## src/rtl/neptuno_joy_reader.sv

```systemverilog
// neptuno_joy_reader
//
// Scans the NeptUNO DB9 joystick chain (two 74HC165s in series) and presents
// two active-high button words to the guest core. A scan is a fixed sequence
// of ticks: idle gap, parallel load, 16 shift clocks, and then an output
// update. Outputs change only at the end of a complete scan, so the core never
// sees a partially shifted word.
//
// Build option: define JOY_MD6_EN to add a second pass with JOY_SEL low.
// That pass reads the Mega Drive A/Start buttons. When it is not defined,
// the block does a single pass, JOY_SEL stays at 1 and joyN[7:6] read as 0.
//
// Ports
//   clk        system clock
//   reset      asynchronous, active-high reset
//   JOY_CLK    shift clock to the 74HC165 chain
//   JOY_LOAD   parallel-load strobe to the chain, active-low
//   JOY_SEL    Mega Drive select line
//   JOY_DATA   serial chain output, active-low buttons, asynchronous to clk
//   joy1/joy2  {start, a, c, b, up, down, left, right}, active-high
//   joy_valid  one-clk pulse in the first clk that shows new joy1/joy2
module neptuno_joy_reader #(
    parameter int CLK_DIV      = 16,
    parameter int SETTLE_TICKS = 4,
    parameter int GAP_TICKS    = 64
) (
    input  logic       clk,
    input  logic       reset,
    output logic       JOY_CLK,
    output logic       JOY_LOAD,
    output logic       JOY_SEL,
    input  logic       JOY_DATA,
    output logic [7:0] joy1,
    output logic [7:0] joy2,
    output logic       joy_valid
);

    localparam int DIV_W   = $clog2(CLK_DIV);
    localparam int CNT_MAX = (GAP_TICKS > SETTLE_TICKS) ? GAP_TICKS : SETTLE_TICKS;
    localparam int CNT_W   = $clog2(CNT_MAX + 1);

    localparam logic [2:0] ST_IDLE     = 3'd0;
    localparam logic [2:0] ST_LOAD     = 3'd1;
    localparam logic [2:0] ST_SHIFT_LO = 3'd2;
    localparam logic [2:0] ST_SHIFT_HI = 3'd3;
    localparam logic [2:0] ST_SETTLE   = 3'd4;
    localparam logic [2:0] ST_DONE     = 3'd5;

    logic [DIV_W-1:0] tick_cnt_q, tick_cnt_d;
    logic             tick;
    logic [1:0]       sync_q;
    logic             data_s;
    logic [2:0]       state_q, state_d;
    logic [CNT_W-1:0] cnt_q, cnt_d;
    logic [3:0]       bit_q, bit_d;
    logic [15:0]      sr_q, sr_d;
    logic             joy_clk_q, joy_clk_d;
    logic             joy_load_q, joy_load_d;
    logic             joy_sel_q, joy_sel_d;
    logic [7:0]       joy1_q, joy1_d;
    logic [7:0]       joy2_q, joy2_d;
    logic             valid_q, valid_d;
`ifdef JOY_MD6_EN
    logic [15:0]      word1_q, word1_d;
`endif

    // Pass-1 byte bits [7:2] (up, down, left, right, B, C; active-low) to
    // {c, b, up, down, left, right}, active-high.
    function automatic logic [5:0] dec_main(input logic [5:0] b);
        return ~{b[0], b[1], b[5], b[4], b[3], b[2]};
    endfunction

`ifdef JOY_MD6_EN
    // Pass-2 byte bits [3:2] (A, Start; active-low) to {start, a}, active-high.
    function automatic logic [1:0] dec_ext(input logic [1:0] b);
        return ~{b[0], b[1]};
    endfunction
`endif

    assign tick       = (tick_cnt_q == DIV_W'(CLK_DIV - 1));
    assign tick_cnt_d = tick ? '0 : tick_cnt_q + 1'b1;
    assign data_s     = sync_q[1];

    always_comb begin
        // NOTE: every signal driven here gets a default first, so no path can infer a latch.
        state_d    = state_q;
        cnt_d      = cnt_q;
        bit_d      = bit_q;
        sr_d       = sr_q;
        joy_clk_d  = joy_clk_q;
        joy_load_d = joy_load_q;
        joy_sel_d  = joy_sel_q;
        joy1_d     = joy1_q;
        joy2_d     = joy2_q;
        valid_d    = 1'b0;
`ifdef JOY_MD6_EN
        word1_d    = word1_q;
`endif
        if (tick) begin
            case (state_q)
                ST_IDLE: begin
                    if (cnt_q == CNT_W'(GAP_TICKS - 1)) begin
                        cnt_d      = '0;
                        joy_load_d = 1'b0;
                        state_d    = ST_LOAD;
                    end else begin
                        cnt_d = cnt_q + 1'b1;
                    end
                end
                ST_LOAD: begin
                    joy_load_d = 1'b1;
                    bit_d      = 4'd15;
                    state_d    = ST_SHIFT_LO;
                end
                ST_SHIFT_LO: begin
                    // Sampling at the end of the low half-period gives the
                    // chain a full tick to settle after the previous edge.
                    sr_d[bit_q] = data_s;
                    joy_clk_d   = 1'b1;
                    state_d     = ST_SHIFT_HI;
                end
                ST_SHIFT_HI: begin
                    joy_clk_d = 1'b0;
                    if (bit_q == 4'd0) begin
`ifdef JOY_MD6_EN
                        // SEL high means pass 1 just finished: keep its word
                        // and select the extended buttons for pass 2.
                        if (joy_sel_q) begin
                            word1_d = sr_q;
                        end
                        joy_sel_d = ~joy_sel_q;
                        state_d   = ST_SETTLE;
`else
                        state_d = ST_DONE;
`endif
                    end else begin
                        bit_d   = bit_q - 4'd1;
                        state_d = ST_SHIFT_LO;
                    end
                end
                ST_SETTLE: begin
`ifdef JOY_MD6_EN
                    if (cnt_q == CNT_W'(SETTLE_TICKS - 1)) begin
                        cnt_d = '0;
                        if (joy_sel_q) begin
                            state_d = ST_DONE;
                        end else begin
                            joy_load_d = 1'b0;
                            state_d    = ST_LOAD;
                        end
                    end else begin
                        cnt_d = cnt_q + 1'b1;
                    end
`else
                    state_d = ST_IDLE;
`endif
                end
                ST_DONE: begin
`ifdef JOY_MD6_EN
                    joy1_d = {dec_ext(sr_q[11:10]), dec_main(word1_q[15:10])};
                    joy2_d = {dec_ext(sr_q[3:2]), dec_main(word1_q[7:2])};
`else
                    joy1_d = {2'b00, dec_main(sr_q[15:10])};
                    joy2_d = {2'b00, dec_main(sr_q[7:2])};
`endif
                    valid_d = 1'b1;
                    state_d = ST_IDLE;
                end
                default: state_d = ST_IDLE;
            endcase
        end
    end

    // NOTE: sequential state uses non-blocking assignments so every register samples pre-edge values.
    always_ff @(posedge clk or posedge reset) begin
        if (reset) begin
            tick_cnt_q <= '0;
            // NOTE: the synchroniser and data registers are reset as well, to an idle (all released) chain.
            sync_q     <= 2'b11;
            sr_q       <= '1;
            state_q    <= ST_IDLE;
            cnt_q      <= '0;
            bit_q      <= 4'd15;
            joy_clk_q  <= 1'b0;
            joy_load_q <= 1'b1;
            joy_sel_q  <= 1'b1;
            joy1_q     <= 8'h00;
            joy2_q     <= 8'h00;
            valid_q    <= 1'b0;
`ifdef JOY_MD6_EN
            word1_q    <= '1;
`endif
        end else begin
            tick_cnt_q <= tick_cnt_d;
            sync_q     <= {sync_q[0], JOY_DATA};
            sr_q       <= sr_d;
            state_q    <= state_d;
            cnt_q      <= cnt_d;
            bit_q      <= bit_d;
            joy_clk_q  <= joy_clk_d;
            joy_load_q <= joy_load_d;
            joy_sel_q  <= joy_sel_d;
            joy1_q     <= joy1_d;
            joy2_q     <= joy2_d;
            valid_q    <= valid_d;
`ifdef JOY_MD6_EN
            word1_q    <= word1_d;
`endif
        end
    end

    // Chain bits that carry no button in this build are shifted in and dropped.
    logic unused_bits;
`ifdef JOY_MD6_EN
    assign unused_bits = ^{sr_q[15:12], sr_q[9:4], sr_q[1:0], word1_q[9:8], word1_q[1:0]};
`else
    assign unused_bits = ^{sr_q[9:8], sr_q[1:0]};
`endif

    assign JOY_CLK   = joy_clk_q;
    assign JOY_LOAD  = joy_load_q;
    assign JOY_SEL   = joy_sel_q;
    assign joy1      = joy1_q;
    assign joy2      = joy2_q;
    assign joy_valid = valid_q;

endmodule
```

## config.mk

```make
export PLATFORM = sky130hd
export DESIGN_NAME = neptuno_joy_reader
export DESIGN_NICKNAME = d
export VERILOG_FILES = /design/src/rtl/neptuno_joy_reader.sv
export SDC_FILE = /design/constraint.sdc
export NUM_CORES = 1
export LEC_CHECK = 0
export ABC_AREA = 1
export ABC_CLOCK_PERIOD_IN_PS = 1420
export BUFFER_PORTS_ARGS = -buffer_cell sky130_fd_sc_hd__buf_2
export CORE_MARGIN = 4
export CORE_UTILIZATION = 35
export DETAILED_ROUTE_END_ITERATION = 8
export SYNTH_ARGS = -nofsm -noshare
export SYNTH_HDL_FRONTEND = slang
export SYNTH_SLANG_ARGS = --single-unit
export TNS_END_PERCENT = 1
```

## constraint.sdc

```tcl
create_clock -name clk -period 1.42 [get_ports clk]
set_input_delay 0.426 -clock clk [delete_from_list [all_inputs] [get_ports clk]]
set_output_delay 0.426 -clock clk [all_outputs]
set_load 0.05 [all_outputs]
```

* Word level (Yosys, flattened, before mapping) *
Cells that the tools add are included.

storage, ports and cells
  flip-flop bits (word level) = 51
  bits in latches = 0
  bits in writable memories = 0
  ROM bits = 0
  input bits = 3
  output and inout bits = 20
  logic and storage cells = 54
  memories kept = 0

cells by class
  add/subtract/negate cells = 3
  multipliers = 0
  div/mod/pow operators = 0
  magnitude comparators = 2
  eq/ne operators = 8
  shifts and indexed selects = 0
  mux-type cells = 15
  bitwise logic cells = 2
  reductions and logical operators = 13

operators with widths
  kind                                                                          count
  16-bit bitwise mux                                                            1
  6-bit inverter                                                                2
  3-bit one-hot mux with 4 select lines                                         1
  2-bit AND reduction                                                           5
  4-bit 2-to-1 mux                                                              2
  4-bit one-hot mux with 2 select lines                                         1
  7-bit by 1-bit adder with 7-bit output, second input constant                 1
  7-bit by 6-bit == test with 1-bit output, second input constant               1
  7-bit 2-to-1 mux                                                              1
  3-bit by 2-bit == test with 1-bit output, second input constant               2
  3-bit 2-to-1 mux                                                              2
  3-bit AND reduction                                                           2
  2-bit nonzero test                                                            3
  4-bit by 5-bit less-than comparator with 1-bit output, second input constant  1
  4-bit by 1-bit adder with 4-bit output, second input constant                 1
  1-bit demux with 4-bit select                                                 1
  4-bit == test, second input constant                                          1
  4-bit by 1-bit >= comparator with 1-bit output, second input constant         1
  4-bit logical NOT                                                             1
  1-bit 2-to-1 mux                                                              4
  2-bit != test, second input constant                                          2
  1-bit one-hot mux with 2 select lines                                         2
  4-bit by 1-bit subtractor with 4-bit output, second input constant            1
  3-bit by 1-bit == test with 1-bit output, second input constant               1
  other kinds (3)                                                               3

* Depth between registers and ports, before layout *
Gate-level depths: netlist (run 1).

  depth after elaboration = 5
  mapped depth = 9
  mapped depth without buffers = 9

* Worst setup path after synthesis (run 1) *
OpenSTA, ideal clock, no wires.

  path kind = register to register
  start = register bit_q[0]
  end = register bit_q[2]
  setup time = 0.072 ns
  arrival time = 1.278 ns
  data required time = 1.348 ns
  slack = 0.070 ns
  stages on the path, launching flop included = 7
  path buffers = 0
  period minus slack after synthesis = 1.350 ns
  cells stage by stage = dfstp_2 -> inv_1 -> ha_1 -> or2_2 -> nand3_1 -> nand2_1 -> o21ai_1

on the way
  word-level cells in the longest chain between the ends = 3
  elaborated cells between the ends (all ways) = 6
  those cells by class = add/sub: 1; eq/ne: 1; mux: 2; reduce/logical: 2

RTL lines
  element                                                                           RTL line  RTL
  start: declaration                                                                55        logic [3:0] bit_q, bit_d;
  start signal: assignment                                                          199       bit_q <= bit_d;
  4-bit by 1-bit subtractor with 4-bit output or 4-bit logical NOT (tied branches)  137, 124
  4-bit 2-to-1 mux or 2-bit != test (tied branches)                                 -
  4-bit one-hot mux with 2 select lines or 3-bit AND reduction (tied branches)      -

Several ways; a longest one is shown, not always the timed one. The select of a mux whose other input is x is not followed.
A chain may end at the register's enable or synchronous reset.

* Final worst setup path (run 1) *
  start = register joy_load_q (netlist: JOY_LOAD)
  end = output JOY_LOAD

RTL lines
  element                   RTL line  RTL
  start: declaration        58        logic joy_load_q, joy_load_d;
  start signal: assignment  201       joy_load_q <= joy_load_d;
  end: declaration          30        output logic JOY_LOAD,

No word-level cell between the ends.

==> run metrics, run 1 <==
Pwr Density=820 nW/µm²; worst-path cell chain=buf_8; top cell family by delay on the critical path=flip-flops; Sw Pwr=0.528 mW; total track usage=0.124; Synth Instances=234; Yosys reg bits=47; Most used DFF post-synth=dfrtp_1; MaxCap Viol Count=0; RSZ-0062 raised after global routing=yes; I/O Buffers=17; total wire length=4230 µm; fmax=697 MHz; hold bufs inserted after CTS=0; CP Launch Type=flop; Clock Path Buffers=2; most common cell after layout, fill and taps aside=nand2_1; largest family of logic cells by synthesized area=simple AND/OR/NAND/NOR gates; Die Y=87.8 µm; clock power share=0.367; reg-to-reg setup timing slack=0.04 ns; worst path bufs/invs=1; Top Usage Layer GRT=met2; violations in the final reports=setup timing; Stages on worst setup path=1; fraction of the mapped netlist area in simple logic gates=0.229; Max rail drop VDD=0.000512 V; Final Hold Violating Endpoints=0; Die Wd=87.8 µm; Core Area=6060 µm²; aggregate global routing overflow=0; Vias=1619; Clk Latency, worst-skew pair=0.30 ns; Final Core Density=0.449; most frequent cells in the layout=nand2_1, dfrtp_1, nand3_1; met1 Usage GRT=0.166; CTS Sinks=47; 1st-iter DRT viols=54; status=finished with violations; Synth Area per Inst=9.52 µm²; Vias/cell=4.68; fill count=592; type of the tightest min-delay check=in2async; Clk pin slew, worst setup/hold paths=0.09 ns; Combinational Power Share=0.031; Post-synth ARST share=1.00; Num CTS Buffers=5; initial core utilization=0.368; CP Capture Type=output port; GR Util met3=0.0254; Worst path slowest cell=dfstp_2; setup_tns=-0.0149 ns; Leak=1.26 nW; peak fanout along the critical path=2; antenna diode count=0; number of remaining DRC errors=0; Design Area, Final=2720 µm²; largest net degree at the start of global routing=48; max incr delay on CP=0.56 ns; ANT nets after route=0; Pint=1.71 mW; mux share of post-synthesis cell area=0; Tmin final=1.43 ns; vias in the first global route=1545; Crit path required time=0.99 ns; Final WS setup=-0.0149 ns; # IOs=23; CTS tree=done; Area growth syn-to-layout=22.2%; global-route wire length before repair=7420 µm; Cell Area, Synth=2230 µm²; routability congestion estimate=0.827; Setup CP Type=reg2out; met2 GRT Util=0.195; Final Cycle Share=1.01; fraction of layout cells with a size suffix above 1=0.380; Post-synth EDFFs=0; Data arrival, critical path=1.01 ns; Netlist cell types=29; total chip power=2.23 mW; switch share=0.237; Hold WS=0.167 ns; # setup viols final=1; Die ar.=7710 µm²; htree depth=2; Slew Viols, Final=0; Worst Clk Skew=0.00959 ns; post-synthesis sequential area ratio=0.538; Crit. Startpoint=JOY_LOAD; hpwl dp=2660 µm; Root Driver=clkbuf_8; final net count=280; Placement Cell Area=2430 µm²; initial antenna violation count=0; Seq pwr share=0.602; xor and xnor area share after synthesis=0.0157; Synth Area in Compound Gates=0.106; First-pass DRT Iterations=4; adder-cell share of the synthesized area=0.0393; R2R depth=6; RR Startpoint=tick_cnt_q[1]; wire per inst=12.2 µm; Ys Warns=0; Site Rows=28
state kept, by name (all words and copies together), names as in the netlist, 2 cells and up:
name / flops
tick_cnt_q: 4
bit_q: 4
cnt_q: 7
sr_q: 12
joy2: 6
state_q: 3
joy1: 6
sync_q: 2
kinds of logic (layout without fill, tap and decap cells):
logic type / Yosys count / in the layout
other cells: 2 / 5
fa+ha+maj: 7 / 7
flops: 47 / 47
xor+xnor: 4 / 4
compound gates: 38 / 38
simple gates: 107 / 109
buf+inv: 29 / 61
worst paths after layout:
check                                 to
max in group asynchronous        sr_q[3]
max reg2reg                tick_cnt_q[0]
min in group clk               sync_q[0]
min reg2reg                    sync_q[1]
min                           state_q[1]
max                             JOY_LOAD
per-layer routing:
metal / wire length (µm) / part of all wire / vias up
met5: 0 / 0 / -
met4: 65 / 0.015 / 0
met3: 133 / 0.031 / 5
met2: 2020 / 0.48 / 20
met1: 2010 / 0.48 / 770
li1: - / - / 824
Yosys cell counts, types with 3 or more instances:
cell | n | area share
nor2_1 | 11 | 0.019
ha_1 | 7 | 0.039
nand3_1 | 24 | 0.054
buf_4 | 5 | 0.017
nand2_1 | 58 | 0.098
buf_6 | 3 | 0.015
o21ai_2 | 12 | 0.047
dfstp_2 | 19 | 0.22
o21ai_0 | 8 | 0.018
dfrtp_1 | 28 | 0.31
o21ai_1 | 17 | 0.038
nor2_2 | 3 | 0.0084
inv_1 | 16 | 0.027
xor2_1 | 3 | 0.012
power by group through the flow:
| stage | combinational, mW | sequential (mW) | clock (mW) |
|---|---|---|---|
| after floorplan | 0.0633 | 1.37 | 0 |
| after global placement | 0.0713 | 1.37 | 0 |
| after detailed placement | 0.0711 | 1.37 | 0 |
| after CTS | 0.0714 | 1.35 | 0.859 |
| after global routing | 0.0776 | 1.35 | 0.921 |
| final | 0.0691 | 1.35 | 0.819 |
worst min-delay path: stages:
cell	delay (ns)
buf_2	0.11
clkinvlp_4	0.07
buf_12	0.24
what timing repair did:
action | CTS | global route
resized for setup | 10 | 17
gates cloned | 2 | 0
pin swaps | 2 | 6
setup buffers | 0 | 8
setup endpoints to repair | 19 | 31
final cells by class:
type,instances,area [µm²],share of cell area
well taps,75,93.8,0.0345
clock buffers,5,68.8,0.0253
clock inverters,3,25.0,0.00919
inverters,19,87.6,0.0322
repair buffers,34,248,0.0910
flip-flops and latches,47,1200,0.441
multi-input cells,163,1000,0.367
through the flow:
| stage | setup WS, ns | cells |
|---|---|---|
| detailed placement | -0.196 | 328 |
| global placement | -0.127 | 328 |
| finish | -0.0149 | 346 |
| global route | -0.0432 | 346 |
| floorplan | 0.0701 | 237 |
| CTS | -0.0126 | 338 |
Note: power is estimated with default switching activity, not from simulation.
==> inputs of run 2 (changes only) <==
--- a/config.mk
+++ b/config.mk
@@ -8,9 +8,12 @@
 export ABC_AREA = 1
 export ABC_CLOCK_PERIOD_IN_PS = 1420
 export BUFFER_PORTS_ARGS = -buffer_cell sky130_fd_sc_hd__buf_2
+export CELL_PAD_IN_SITES_DETAIL_PLACEMENT = 1
+export CELL_PAD_IN_SITES_GLOBAL_PLACEMENT = 2
 export CORE_MARGIN = 4
-export CORE_UTILIZATION = 35
+export CORE_UTILIZATION = 33
 export DETAILED_ROUTE_END_ITERATION = 8
+export PLACE_DENSITY_LB_ADDON = 0.1
 export SYNTH_ARGS = -nofsm -noshare
 export SYNTH_HDL_FRONTEND = slang
 export SYNTH_SLANG_ARGS = --single-unit
==> run 2 against run 1 <==
Compared with the run above: global-route usage is 0.83 points higher; via count rose by 2.5%; die area grew 5.5%; critical path depth stayed put; combinational power up 3%; hold slack better by 0.0034 ns; non-clock buffer count rose by 6; the run still ends with setup timing left; clock power up 22%; register-to-register slack worse by 0.03 ns; clock skew down 0.0040 ns; setup slack improved by 0.013 ns; total power up 8.0%.
==> run metrics, run 2 (synthesized netlist as in run 1, its figures left out) <==
status=finished with violations (unchanged); violations in the final reports=setup timing (unchanged); CTS Sinks=47 (unchanged); final net count=285 (was 280); most frequent cells in the layout=nand2_1, dfrtp_1, nand3_1 (unchanged); Core Area=6460 µm² (was 6060 µm²); vias in the first global route=1783 (was 1545); Hold WS=0.170 ns (was 0.167 ns); Setup CP Type=reg2out (unchanged); Final Cycle Share=1.00 (was 1.01); Root Driver=clkbuf_8 (unchanged); wire per inst=13.9 µm (was 12.2 µm); fill count=723 (was 592); peak fanout along the critical path=2 (unchanged); global-route wire length before repair=8760 µm (was 7420 µm); worst path bufs/invs=1 (unchanged); Clk pin slew, worst setup/hold paths=0.09 ns (about the same); total wire length=4920 µm (was 4230 µm); htree depth=2 (unchanged); Max rail drop VDD=0.000339 V (was 0.000512 V); worst-path cell chain=buf_8 (unchanged); type of the tightest min-delay check=in2async (unchanged); Site Rows=29 (was 28); CTS tree=done (unchanged); First-pass DRT Iterations=4 (unchanged); # setup viols final=1 (unchanged); CP Capture Type=output port (unchanged); max incr delay on CP=0.56 ns (about the same); fraction of layout cells with a size suffix above 1=0.388 (was 0.380); Data arrival, critical path=1.00 ns (was 1.01 ns); I/O Buffers=17 (unchanged); MaxCap Viol Count=0 (unchanged); Num CTS Buffers=5 (unchanged); # IOs=23 (unchanged); Final Hold Violating Endpoints=0 (unchanged); top cell family by delay on the critical path=flip-flops (unchanged); Design Area, Final=2750 µm² (was 2720 µm²); initial core utilization=0.345 (was 0.368); Reg with most FFs=sr_q (unchanged); Crit path required time=0.99 ns (about the same); Slew Viols, Final=0 (unchanged); Die Y=90.2 µm (was 87.8 µm); Pwr Density=878 nW/µm² (was 820 nW/µm²); most common cell after layout, fill and taps aside=nand2_1 (unchanged); Vias/cell=4.70 (was 4.68); Area growth syn-to-layout=23.4% (was 22.2%); initial antenna violation count=0 (unchanged); aggregate global routing overflow=0 (unchanged); fmax=703 MHz (was 697 MHz); Die ar.=8130 µm² (was 7710 µm²); total track usage=0.132 (was 0.124); Largest register FFs=12 (unchanged); CP Launch Type=flop (unchanged); Top Usage Layer GRT=met2 (unchanged); antenna diode count=0 (unchanged); GR Util met3=0.0334 (was 0.0254); 1st-iter DRT viols=38 (was 54); ANT nets after route=0 (unchanged); routability congestion estimate=0.729 (was 0.827); met2 GRT Util=0.207 (was 0.195); Die Wd=90.2 µm (was 87.8 µm); largest net degree at the start of global routing=48 (unchanged); Clk Latency, worst-skew pair=0.30 ns (about the same); setup_tns=-0.00234 ns (was -0.0149 ns); Worst path slowest cell=dfstp_2 (unchanged); hold bufs inserted after CTS=0 (unchanged); Placement Cell Area=2510 µm² (was 2430 µm²); Tmin final=1.42 ns (was 1.43 ns); Leak=1.28 nW (was 1.26 nW); met1 Usage GRT=0.181 (was 0.166); RSZ-0062 raised after global routing=yes (unchanged); largest registers=sr_q: 12 flops, cnt_q: 7 flops (unchanged); Vias=1660 (was 1619); Final WS setup=-0.00234 ns (was -0.0149 ns); hpwl dp=3330 µm (was 2660 µm); Clock Path Buffers=2 (unchanged); Worst Clk Skew=0.00562 ns (was 0.00959 ns); number of remaining DRC errors=0 (unchanged)
[run 2: cell count changes in the layout (fill, tap and decap cells not counted), moves of 2 or more]
cell,change
buf_4,+4
nor2_2,+4
nor2_1,-2
nor2_4,-2
buf_6,+2
[run 2: path summary, 6_finish.rpt]
check                      cells past startpoint   endpoint           from  slack, ns
max in group asynchronous                      3  sync_q[0]          reset       0.96
min reg2reg                                    0  sync_q[1]      sync_q[0]       0.36
min in group clk                               1  sync_q[0]       JOY_DATA       0.22
min                                            3   cnt_q[2]          reset       0.17
max                                            1   JOY_LOAD       JOY_LOAD     -0.002
max reg2reg                                    7   cnt_q[6]  tick_cnt_q[0]       0.01
[run 2: layout make-up]
type	count	area, µm²	area share
multi-input cells	162	957	0.348
repair buffers	40	303	0.110
inverters	19	80.1	0.0291
clock inverters	3	43.8	0.0159
well taps	77	96.3	0.0350
flip-flops and latches	47	1200	0.437
clock buffers	5	68.8	0.0250
[run 2: per-stage QoR]
stage / util / power (mW) / setup slack [ns] / std cells
after floorplan: - / 1.43 / 0.0701 / 237
after global placement: 0.389 / 1.44 / -0.0925 / 340
after detailed placement: 0.389 / 1.44 / -0.190 / 340
after CTS: 0.414 / 2.46 / -0.0232 / 349
after global routing: 0.426 / 2.53 / -0.0598 / 353
final: 0.426 / 2.41 / -0.00234 / 353
[run 2: per-layer routing]
layer / up-vias / wire length [µm]
li1: 839 / -
met1: 794 / 2490
met2: 20 / 2220
met3: 7 / 155
met4: 0 / 57
met5: - / 0
[run 2: power by group]
part	internal [mW]	total (mW)	leakage [nW]	switching [mW]
clock network	0.525	0.996	0.0581	0.471
registers	1.35	1.35	0.573	0.000718
logic	0.00857	0.0711	0.650	0.0626
total	1.88	2.41	1.28	0.534
[run 2: what timing repair did]
action                                 4_1_cts  5_1_grt
setup buffers                                0        4
cloned                                       1        0
pin swaps                                    3        5
setup endpoints to repair                   25       29
endpoints found under the hold margin        0        0
resized for setup                            8       16
==> inputs of run 3 (changes only) <==
--- a/config.mk
+++ b/config.mk
@@ -14,7 +14,7 @@
 export CORE_UTILIZATION = 33
 export DETAILED_ROUTE_END_ITERATION = 8
 export PLACE_DENSITY_LB_ADDON = 0.1
+export RECOVER_POWER = 50
 export SYNTH_ARGS = -nofsm -noshare
 export SYNTH_HDL_FRONTEND = slang
 export SYNTH_SLANG_ARGS = --single-unit
-export TNS_END_PERCENT = 1
==> run 3 against run 2 <==
Compared with the run above: the flow still finishes with violations (setup timing); register-to-register slack hardly changed; sequential power about the same; die area stayed put; clock skew about the same; clock power hardly changed; non-clock buffer count rose by 3; critical path depth unchanged; setup slack about the same; cell count grew 1.1%; critical endpoint unchanged; largest cell class unchanged; highest routed layer unchanged.
==> run metrics, run 3 (synthesized netlist as in run 1, its figures left out) <==
status=finished with violations (unchanged); violations in the final reports=setup timing (unchanged); Root Driver=clkbuf_8 (unchanged); ANT nets after route=0 (unchanged); aggregate global routing overflow=0 (unchanged); worst slew pin tran=1.08 ns; Final Cycle Share=1.00 (about the same); Clk Latency, worst-skew pair=0.30 ns (about the same); Worst Hold Depth=1; Setup CP Type=reg2out (unchanged); max incr delay on CP=0.56 ns (about the same); Final Hold Violating Endpoints=0 (unchanged); RR Startpoint=tick_cnt_q[1] (was tick_cnt_q[0]); Die Wd=90.2 µm (unchanged); MaxCap Viol Count=0 (unchanged); wire per inst=14.2 µm (was 13.9 µm); number of remaining DRC errors=0 (unchanged); fraction of layout cells with a size suffix above 1=0.404 (was 0.388); placed insts=340 (unchanged); htree depth=2 (unchanged); Die Y=90.2 µm (unchanged); # IOs=23 (unchanged); most common cell after layout, fill and taps aside=nand2_1 (unchanged); largest registers=sr_q: 12 flops, cnt_q: 7 flops (unchanged); final net count=289 (was 285); type of the tightest min-delay check=in2reg (was in2async); top cell family by delay on the critical path=flip-flops (unchanged); relative slew slack=0.278; worst min-delay path startpoint=JOY_DATA; Vias/cell=4.73 (was 4.70); reg-to-reg setup timing slack=0.01 ns (about the same); initial core utilization=0.345 (unchanged); Worst path slowest cell=dfstp_2 (unchanged); Tmin final=1.42 ns (about the same); worst hold endpoint=sync_q[0]; Slew Viols, Final=0 (unchanged); Largest register FFs=12 (unchanged); Leak=1.29 nW (was 1.28 nW); Data arrival, critical path=1.00 ns (about the same); Core Area=6460 µm² (unchanged); First-pass DRT Iterations=4 (unchanged); largest net degree at the start of global routing=48 (unchanged); Clk pin slew, worst setup/hold paths=0.09 ns (about the same); Crit. Startpoint=JOY_LOAD (unchanged); vias in the first global route=1786 (was 1783); peak fanout along the critical path=2 (unchanged); Worst Clk Skew=0.00596 ns (was 0.00562 ns); Max rail drop VDD=0.000339 V (about the same); CP Launch Type=flop (unchanged); I/O Buffers=17 (unchanged); global-route wire length before repair=8810 µm (was 8760 µm); Area growth syn-to-layout=25.4% (was 23.4%); # setup viols final=1 (unchanged); Pwr Density=861 nW/µm² (was 878 nW/µm²); Crit path required time=0.99 ns (about the same); total track usage=0.133 (was 0.132); Final WS setup=-0.00195 ns (was -0.00234 ns); CP Capture Type=output port (unchanged); Vias=1688 (was 1660); Site Rows=29 (unchanged); routability congestion estimate=0.729 (unchanged); worst path bufs/invs=1 (unchanged); hold bufs inserted after CTS=0 (unchanged); Num CTS Buffers=5 (unchanged); RSZ-0062 raised after global routing=yes (unchanged); Clock Path Buffers=2 (unchanged); RR Endpoint=cnt_q[6] (unchanged); Reg with most FFs=sr_q (unchanged); worst-path cell chain=buf_8 (unchanged); total wire length=5060 µm (was 4920 µm); hpwl dp=3330 µm (unchanged); R2R depth=7 (unchanged); antenna diode count=0 (unchanged); fmax=703 MHz (about the same); initial antenna violation count=0 (unchanged); most frequent cells in the layout=nand2_1, dfrtp_1, nand3_1 (unchanged); 1st-iter DRT viols=33 (was 38); CTS tree=done (unchanged); dpl ws=-0.190 ns (unchanged); CTS Sinks=47 (unchanged); Die ar.=8130 µm² (unchanged); final cell count without fillers=357 (was 353)
run 3: per-layer routing:
metal  vias to the layer above  routed length [µm]  global-route usage
met5                         -                   0                   0
met4                         0                  57              0.0383
met3                         7                 154              0.0334
met2                        20                2320               0.207
met1                       814                2530               0.183
li1                        847                   -                   -
run 3: layout make-up:
cell class | count | area, µm²
Fill cell | 723 | 3660
Sequential cell | 47 | 1200
Multi-Input combinational cell | 163 | 982
Timing Repair Buffer | 43 | 322
Tap cell | 77 | 96.3
Inverter | 19 | 80.1
Clock buffer | 5 | 68.8
Clock inverter | 3 | 43.8
run 3: per-stage QoR:
step	hold WS, ns	area, µm²	utilization	setup TNS (ns)	total power, mW
final	0.219	2790	0.433	-0.00195	2.41
after global routing	0.203	2790	0.433	-0.606	2.52
after CTS	0.177	2700	0.417	-0.0232	2.46
after global placement	0.346	2510	0.389	-1.11	1.44
after floorplan	0.345	2240	-	0	1.43
after detailed placement	0.349	2510	0.389	-2.16	1.44
run 3: worst max-delay path by stage:
stage               endpoint  slack [ns]  cells after the start
finish              JOY_LOAD      -0.002                      1
global route        cnt_q[6]       -0.06                      7
CTS                 JOY_LOAD       -0.02                      1
detailed placement   joy1[2]       -0.19                      6
global placement     joy2[0]       -0.09                      6
floorplan           bit_q[2]        0.07                      6
run 3: power breakdown:
| group | leakage (nW) | switching (mW) | total [mW] | internal [mW] |
|---|---|---|---|---|
| sequential | 0.571 | 0.000718 | 1.35 | 1.35 |
| clock | 0.0581 | 0.471 | 0.995 | 0.525 |
| combinational | 0.662 | 0.0618 | 0.0649 | 0.00312 |
run 3: timing repair:
item | in CTS | in global routing
setup endpoints to repair | 25 | 27
pin swaps | 2 | 5
resized for setup | 11 | 17
buffers inserted | 1 | 6
cloned | 1 | 1
